## config.mk

```make
export PLATFORM = sky130hd
export DESIGN_NAME = output_mode_sequencer
export DESIGN_NICKNAME = d
export VERILOG_FILES = /design/src/rtl/output_mode_pkg.sv /design/src/rtl/output_mode_sequencer_cycle_timer.sv /design/src/rtl/output_mode_sequencer.sv
export SDC_FILE = /design/constraint.sdc
export NUM_CORES = 1
export LEC_CHECK = 0
export ABC_CLOCK_PERIOD_IN_PS = 2200
export BUFFER_PORTS_ARGS = -buffer_cell sky130_fd_sc_hd__buf_2
export CORE_UTILIZATION = 40
export DETAILED_ROUTE_END_ITERATION = 6
export MAX_ROUTING_LAYER = met4
export PLACE_DENSITY_LB_ADDON = 0.2
export SLEW_MARGIN = 10
export SYNTH_ARGS = -nofsm -noshare
export SYNTH_HDL_FRONTEND = slang
export SYNTH_SLANG_ARGS = --single-unit
```

## constraint.sdc

```tcl
create_clock -name clk -period 2.2 [get_ports clk]
set_input_delay 0.66 -clock clk [delete_from_list [all_inputs] [get_ports clk]]
set_output_delay 0.66 -clock clk [all_outputs]
set_load 0.05 [all_outputs]
```

## src/rtl/output_mode_pkg.sv

```systemverilog
// Shared output-mode definitions for the sequencer and output_mode_fsm.
package output_mode_pkg;

   typedef enum logic [2:0] {
      OFF_MODE   = 3'b000,
      PWM_MODE   = 3'b001,
      R2R_MODE   = 3'b010,
      SAW_MODE   = 3'b011,
      BUZ_MODE   = 3'b100,
      CHRIP_MODE = 3'b101
   } mode_t;

   // Codes 110 and 111 have no output mode behind them.
   function automatic logic is_valid_mode(input logic [2:0] code);
      return (code <= 3'b101);
   endfunction

   // Auto-scan order: OFF only ever starts the sequence, CHIRP wraps to PWM.
   function automatic mode_t next_scan_mode(input mode_t cur);
      mode_t nxt;
      case (cur)
         OFF_MODE:  nxt = PWM_MODE;
         PWM_MODE:  nxt = R2R_MODE;
         R2R_MODE:  nxt = SAW_MODE;
         SAW_MODE:  nxt = BUZ_MODE;
         BUZ_MODE:  nxt = CHRIP_MODE;
         default:   nxt = PWM_MODE;
      endcase
      return nxt;
   endfunction

endpackage

```

## src/rtl/output_mode_sequencer_cycle_timer.sv

```systemverilog
// Down-counter shared by the BLANK and DWELL phases. A start pulse loads the
// count; done_o is high during the final cycle of the loaded interval.
module cycle_timer #(
   parameter int unsigned W = 8
) (
   input  logic         clk,
   input  logic         reset,
   input  logic [W-1:0] load_i,
   input  logic         start_i,
   output logic         done_o
);

   localparam logic [W-1:0] ONE = W'(1);

   logic [W-1:0] cnt_q;
   logic [W-1:0] cnt_d;

   // Reload on start, otherwise count down and rest at zero.
   always_comb begin
      cnt_d = cnt_q;
      if (start_i) begin
         cnt_d = load_i;
      end else if (cnt_q != '0) begin
         cnt_d = cnt_q - ONE;
      end
   end

   // Counter register, cleared asynchronously.
   always_ff @(posedge clk or posedge reset) begin
      if (reset) begin
         cnt_q <= '0;
      end else begin
         cnt_q <= cnt_d;
      end
   end

   assign done_o = (cnt_q == ONE);

endmodule

```

## src/rtl/output_mode_sequencer.sv

```systemverilog
// Mode-change sequencer in front of output_mode_fsm: handshake intake,
// break-before-make blanking, minimum dwell and optional auto-scan.
module output_mode_sequencer
   import output_mode_pkg::*;
#(
   parameter int unsigned DEAD_CYCLES = 1000,
   parameter int unsigned MIN_DWELL   = 100000,
   parameter int unsigned SCAN_PERIOD = 50000000
) (
   input  logic       clk,
   input  logic       reset,
   input  logic       req_valid,
   input  logic [2:0] req_mode,
   output logic       req_ready,
   input  logic       scan_en,
   output logic [2:0] mode_select,
   output logic [2:0] active_mode,
   output logic       switching,
   output logic       invalid_req
);

   localparam int unsigned TMAX = (DEAD_CYCLES > MIN_DWELL) ? DEAD_CYCLES : MIN_DWELL;
   localparam int unsigned TW   = $clog2(TMAX + 1);
   localparam int unsigned SW   = $clog2(SCAN_PERIOD);

   localparam logic [TW-1:0] DEAD_LD   = TW'(DEAD_CYCLES);
   localparam logic [TW-1:0] DWELL_LD  = TW'(MIN_DWELL);
   localparam logic [SW-1:0] SCAN_LAST = SW'(SCAN_PERIOD - 1);

   typedef enum logic [1:0] {
      S_HOLD,
      S_BLANK,
      S_DWELL
   } state_t;

   state_t        state_q, state_d;
   logic [2:0]    ms_q, ms_d;
   logic [2:0]    act_q, act_d;
   logic [2:0]    tgt_q, tgt_d;
   logic          inv_q, inv_d;
   logic [SW-1:0] scan_q, scan_d;

   logic          t_start;
   logic [TW-1:0] t_load;
   logic          t_done;
   logic          acc;
   logic [2:0]    code;

   cycle_timer #(
      .W (TW)
   ) u_timer (
      .clk     (clk),
      .reset   (reset),
      .load_i  (t_load),
      .start_i (t_start),
      .done_o  (t_done)
   );

   // Next-state logic: request arbitration in HOLD, timed BLANK/DWELL phases.
   always_comb begin
      state_d = state_q;
      ms_d    = ms_q;
      act_d   = act_q;
      tgt_d   = tgt_q;
      inv_d   = 1'b0;
      scan_d  = '0;
      t_start = 1'b0;
      t_load  = DWELL_LD;
      acc     = 1'b0;
      code    = req_mode;
      case (state_q)
         S_HOLD: begin
            // External request wins over a coincident scan tick; either way
            // the scan counter restarts from zero.
            if (req_valid) begin
               acc  = 1'b1;
               code = req_mode;
            end else if (scan_en) begin
               if (scan_q == SCAN_LAST) begin
                  acc  = 1'b1;
                  code = next_scan_mode(mode_t'(act_q));
               end else begin
                  scan_d = scan_q + SW'(1);
               end
            end
            if (acc) begin
               if (!is_valid_mode(code)) begin
                  inv_d = 1'b1;
               end else if (code == act_q) begin
                  state_d = S_HOLD;
               end else if ((code == OFF_MODE) || (act_q == OFF_MODE)) begin
                  // Output is or becomes OFF: nothing to blank.
                  ms_d    = code;
                  act_d   = code;
                  state_d = S_DWELL;
                  t_start = 1'b1;
                  t_load  = DWELL_LD;
               end else begin
                  tgt_d   = code;
                  ms_d    = OFF_MODE;
                  state_d = S_BLANK;
                  t_start = 1'b1;
                  t_load  = DEAD_LD;
               end
            end
         end
         S_BLANK: begin
            if (t_done) begin
               ms_d    = tgt_q;
               act_d   = tgt_q;
               state_d = S_DWELL;
               t_start = 1'b1;
               t_load  = DWELL_LD;
            end
         end
         S_DWELL: begin
            if (t_done) begin
               state_d = S_HOLD;
            end
         end
         default: begin
            state_d = S_HOLD;
         end
      endcase
   end

   // State and output registers; reset discards any latched target.
   always_ff @(posedge clk or posedge reset) begin
      if (reset) begin
         state_q <= S_HOLD;
         ms_q    <= OFF_MODE;
         act_q   <= OFF_MODE;
         tgt_q   <= OFF_MODE;
         inv_q   <= 1'b0;
         scan_q  <= '0;
      end else begin
         state_q <= state_d;
         ms_q    <= ms_d;
         act_q   <= act_d;
         tgt_q   <= tgt_d;
         inv_q   <= inv_d;
         scan_q  <= scan_d;
      end
   end

   assign req_ready   = (state_q == S_HOLD);
   assign switching   = (state_q != S_HOLD);
   assign mode_select = ms_q;
   assign active_mode = act_q;
   assign invalid_req = inv_q;

endmodule

```

; ---- Yosys cells after proc, flatten, opt, wreduce, memory -nomap -nowiden
; Cells that the tools add are included.
; W data, S select, Z words.
[word_totals]
reg_bits = 55
latchBits = 0
ram_bits = 0
romBits = 0
output_inout_bits = 9
mem_count = 0
[classes]
addsub = 2
mul = 0
div = 0
magnitude_cmp = 1
n_eq_ne = 15
shift = 0
n_mux = 46
bitwise = 2
reduce_logical = 12
[ops]
columns = operator, count
row1 = $mux W17, 7
row2 = $mux W26, 4
row3 = $mux W3, 13
row4 = $add A26 B1 Y26 const B, 1
row5 = $eq A26 B26 Y1 const B, 1
row6 = $eq A17 B1 Y1 const B, 1
row7 = $reduce_bool A17 Y1, 1
row8 = $sub A17 B1 Y17 const B, 1
row9 = $mux W2, 6
row10 = $pmux W3 S2, 2
row11 = $pmux W3 S4, 1
row12 = $mux W1, 11
row13 = $reduce_and A5 Y1, 2
row14 = $eq A3 B2 Y1 const B, 2
row15 = $logic_not A3 Y1, 2
row16 = $ne A2 B1 Y1 const B, 3
row17 = $ne A2 B2 Y1 const B, 3
row18 = $pmux W2 S3, 1
row19 = $reduce_and A6 Y1, 1
row20 = $reduce_bool A2 Y1, 3
row21 = $reduce_and A4 Y1, 1
row22 = $eq A3 B1 Y1 const B, 1
row23 = $eq A3 B3 Y1, 1
row24 = $eq A3 B3 Y1 const B, 1
row25 = other kinds (7), 8

; ---- Logic depth before layout (Yosys ltp)
[logic_depth]
word_depth = 14
depth_mapped = 9
mapped_depth_nobuf = 7

; ---- Modules after synthesis
; From an unflattened synthesis, not the netlist that was laid out.
[hier_totals]
hier_cells = 323
hier_area_um2 = 3029.2
[by_module_without_submodules]
columns = module, n_inst, cells_per_inst, area_each_um2, seq_area_each_um2
row1 = output_mode_sequencer, 1, 211, 1980.6, 950.9
row2 = cycle_timer, 1, 112, 1048.5, 425.4

; ---- Worst setup path before layout
; No wires, ideal clock.
[synth_path]
path_type = register to register
startpoint = register state_q[0]
endpoint = register act_q[0] (netlist: active_mode[0])
arrival_time_ns = 2.194
required_time_ns = 2.121
slack_ns = -0.073
stages_incl_launch_ff = 8
n_path_buf = 0
period_less_slack_ns = 2.273
path_cell_list = dfrtp_1 > inv_1 > nand2_1 > inv_1 > and2_1 > and4_1 > a211oi_4 > mux2i_1
[synth_between]
elab_chain_len = 3
[synth_rtl]
columns = element, line
row1 = start: declaration, output_mode_sequencer.sv:36  ; state_t state_q, state_d;
row2 = start signal: assignment, output_mode_sequencer.sv:137  ; state_q <= state_d;
row3 = $logic_not A2 Y1 *, --
row4 = net req_ready, output_mode_sequencer.sv:14  ; output logic req_ready,
row5 = "$ne A2 B1 Y1 (no source line), or another cell as far along", --
row6 = $reduce_and A6 Y1 (no source line), --
row7 = end signal: assignment, output_mode_sequencer.sv:139  ; act_q <= act_d;
row8 = end: declaration, output_mode_sequencer.sv:38  ; logic [2:0] act_q, act_d;
; The timed path passes the listed nets; every way through them passes the cells marked *.
; A chain may end at the register's enable or synchronous reset.

; ---- Worst setup path after layout
[layout_path]
startpoint = register scan_q[0]
endpoint = register tgt_q[1]
[layout_between]
elab_chain_len = 9
[layout_rtl]
columns = element, line
row1 = start: declaration, output_mode_sequencer.sv:41  ; logic [SW-1:0] scan_q, scan_d;
row2 = start signal: assignment, output_mode_sequencer.sv:142  ; scan_q <= scan_d;
row3 = $eq A26 B26 Y1 *, output_mode_sequencer.sv:79  ; if (scan_q == SCAN_LAST) begin
row4 = branches (longest 8 deep; another with $le A3 B3 Y1), --
row5 = end signal: assignment, output_mode_sequencer.sv:140  ; tgt_q <= tgt_d;
row6 = end: declaration, output_mode_sequencer.sv:39  ; logic [2:0] tgt_q, tgt_d;
; Every way passes the cells marked *. The select of a mux whose other input is x is not followed.

==> insert_results.sql <==
INSERT INTO impl_metrics (metric_group, metric, value, unit) VALUES
('status', 'outcome', 'completed', ''),
('power', 'power.ir.vdd_worst', '452', 'uV'),
('yosys', 'netlist_area', '3050', 'sq um'),
('critical_path', 'reg2reg_from', 'scan_q[0]', ''),
('sta', 'worst_pin_slew', '0.526', 'ns'),
('clocking', 'cts.repair_timing.setup_buffer_count', '0', ''),
('yosys', 'synthFlopType', 'sky130_fd_sc_hd__dfrtp_1', ''),
('flow_run', 'max_cap_viol_count', '0', ''),
('critical_path', 'worst-endpoint-required', '2.40', 'ns'),
('worst_hold_path', 'worst_hold_path_type', 'in2async', ''),
('die', 'chipWidth', '89.3', 'um'),
('clocking', 'ctsLongestPathBuffers', '2', ''),
('layout', 'finalInstanceArea', '3610', 'sq um'),
('power', 'leakage', '1.49', 'nW'),
('sta', 'min_period_over_period', '94.8', '%'),
('layout', 'layout.core_utilization', '49.5', '%'),
('critical_path', 'slowest_stage', 'sky130_fd_sc_hd__dfrtp_1', ''),
('placement', 'io_buf_count', '15', ''),
('routing', 'vias', '2338', ''),
('clocking', 'clkLatencyLatePin', '0.31', 'ns'),
('critical_path', 'arrival', '2.29', 'ns'),
('clocking', 'cts_tree', 'yes', ''),
('sta', 'finalClockSkew', '0.00849', 'ns'),
('die', 'overall_die_area', '7980', 'sq um'),
('die', 'floorplan.core_area', '7290', 'sq um'),
('routing', 'first_drt_iteration_drcs', '96', ''),
('yosys', 'synth_fp_nets', '323', ''),
('critical_path', 'timing.critical_path.fanout_max', '5', ''),
('yosys', 'yosys_register_bits', '55', ''),
('yosys', 'netlist_top_cells_area', 'sky130_fd_sc_hd__dfrtp_1, sky130_fd_sc_hd__xor2_1, sky130_fd_sc_hd__xnor2_1, sky130_fd_sc_hd__nor2_1, sky130_fd_sc_hd__nand3_1', ''),
('sta', 'rsz_0062_raised_after_global_routing', 'no', ''),
('sta', 'setup_ws', '0.114', 'ns'),
('die', 'start_util', '41.8', '%'),
('clocking', 'post_cts_hold_buffer_count', '0', ''),
('critical_path', 'rr_worst_depth', '7', ''),
('routing', 'final_antenna_net_count', '0', ''),
('critical_path', 'crit_path_start', 'scan_q[0]', ''),
('sta', 'timing.setup.tns', '0', 'ns'),
('clocking', 'num_cts_buffers', '5', ''),
('routing', 'postRouteWirelength', '6.42', 'mm'),
('power', 'post-layout-total-power', '3.32', 'mW'),
('placement', 'place.gp.congestion', '0.829', ''),
('layout', 'area.sequential', '1380', 'sq um'),
('layout', 'multi_input_area', '1570', 'sq um'),
('grt', 'grt_start_max_net_pins', '56', ''),
('critical_path', 'critical_path.cell_chain', 'ha_1 -> and3_1 -> nand4_1 -> nor2_2 -> buf_4 -> o21ai_1 -> mux2_2', ''),
('grt', 'gr-usage-all-layers', '18.3', '%'),
('routing', 'drc_errors', '0', ''),
('clocking', 'clock-sinks', '55', ''),
('power', 'power.density_cell_area', '919', 'nW/um^2'),
('yosys', 'synth_warnings', '0', ''),
('sta', 'maximum_clock_frequency', '0.479', 'GHz'),
('yosys', 'synth_top_cell_by_area', 'sky130_fd_sc_hd__dfrtp_1', ''),
('clocking', 'cts.root.buffer_cell', 'sky130_fd_sc_hd__clkbuf_8', ''),
('critical_path', 'setup.worst_path.class', 'reg2reg', ''),
('critical_path', 'crit_path_end', 'tgt_q[1]', ''),
('die', 'number_of_top_level_design_ports', '16', ''),
('placement', 'placed_cells_incl_taps', '456', ''),
('layout', 'layout.filler_cells', '718', ''),
('sta', 'relSlewSlack', '64.8', '%'),
('yosys', 'synth-seq-area-share', '45.1', '%'),
('critical_path', 'rr_endpoint', 'tgt_q[1]', ''),
('clocking', 'htree_levels', '2', ''),
('routing', 'routedWlPerCell', '13.9', 'um'),
('yosys', 'synth_cell_types', '50', ''),
('layout', 'final-instance-count-excl-fill', '463', ''),
('grt', 'grt-ovfl-total', '0', ''),
('layout', 'syn_to_final_growth', '18.4', '%'),
('layout', 'antennaDiodeCount', '0', ''),
('layout', 'finalNetCount', '374', ''),
('critical_path', 'startpoint_class', 'flip-flop', '');
layer usage:
layer / up-vias / part of all wire, % / track usage [%]
met4: 0 / 0.59 / 3.75
met3: 2 / 2.3 / 4.16
li1: 1201 / - / -
met1: 1106 / 53 / 26.4
met2: 29 / 44 / 26.3
met5: - / 0 / -
layout make-up:
| cell class | count | share of cell area, % |
|---|---|---|
| Clock buffer | 5 | 1.91 |
| Clock inverter | 2 | 1.04 |
| Inverter | 14 | 1.56 |
| Multi-Input combinational cell | 235 | 43.6 |
| Sequential cell | 55 | 38.1 |
| Tap cell | 99 | 3.43 |
| Timing Repair Buffer | 53 | 10.3 |
flip-flops by register name (all words and copies together) (netlist names):
signal / cells
active_mode: 3
invalid_req: 1
mode_select: 3
scan_q: 26
state_q: 2
tgt_q: 3
u_timer.cnt_q: 17
critical path, delay by kind of cell, from the launching register on:
kind	cells	cell delay, ns
compound gates	1	0.35
fa+ha+maj	1	0.23
simple gates	3	0.43
mux	1	0.38
flops	1	0.43
buf+inv	1	0.14
worst min-delay path by stage:
stage                                   to  slack [ns]  depth (start not counted)
after floorplan                  scan_q[0]        0.47                          1
after global placement            tgt_q[1]        0.48                          1
after detailed placement          tgt_q[2]        0.48                          1
after CTS                 u_timer.cnt_q[3]        0.41                          3
after global routing            scan_q[21]        0.41                          3
final                           scan_q[21]        0.40                          3
cells by family (layout without fill, tap and decap cells):
| kind of cell | after synthesis | after routing | synth area share, % |
|---|---|---|---|
| AO/OA/AOI/OAI | 35 | 35 | 8.12 |
| flip-flops | 55 | 55 | 45.1 |
| adder cells (fa/ha/maj) | 3 | 3 | 1.23 |
| buffers and inverters | 23 | 74 | 3.61 |
| XOR/XNOR | 41 | 41 | 11.8 |
| multiplexers | 9 | 9 | 3.20 |
| AND/OR/NAND/NOR | 147 | 147 | 26.9 |
layout by cell type (no fill, tap or decap), types with 8 or more instances in the layout:
master	netlist	final
sky130_fd_sc_hd__nand2b_1	8	8
sky130_fd_sc_hd__nand3_1	14	14
sky130_fd_sc_hd__nor3_1	13	13
sky130_fd_sc_hd__xor2_1	22	22
sky130_fd_sc_hd__nor2_1	44	43
sky130_fd_sc_hd__inv_1	14	12
sky130_fd_sc_hd__buf_2	2	15
sky130_fd_sc_hd__nor4_1	8	8
sky130_fd_sc_hd__dfrtp_1	55	55
sky130_fd_sc_hd__o21ai_0	9	9
sky130_fd_sc_hd__xnor2_1	19	19
sky130_fd_sc_hd__buf_4	1	37
sky130_fd_sc_hd__nand2_1	16	15
where the power goes:
part	switching [mW]	internal [mW]	leakage, nW	total [mW]
combinational	0.778	0.510	0.719	1.29
clock	0.333	0.333	0.0502	0.667
sequential	0.169	1.19	0.721	1.36
timing repair:
action,in CTS,in global routing
endpoints found under the setup margin,0,14
resized for setup,0,3
hold endpoints to repair,0,0
Note: power is estimated with default switching activity, not from simulation.
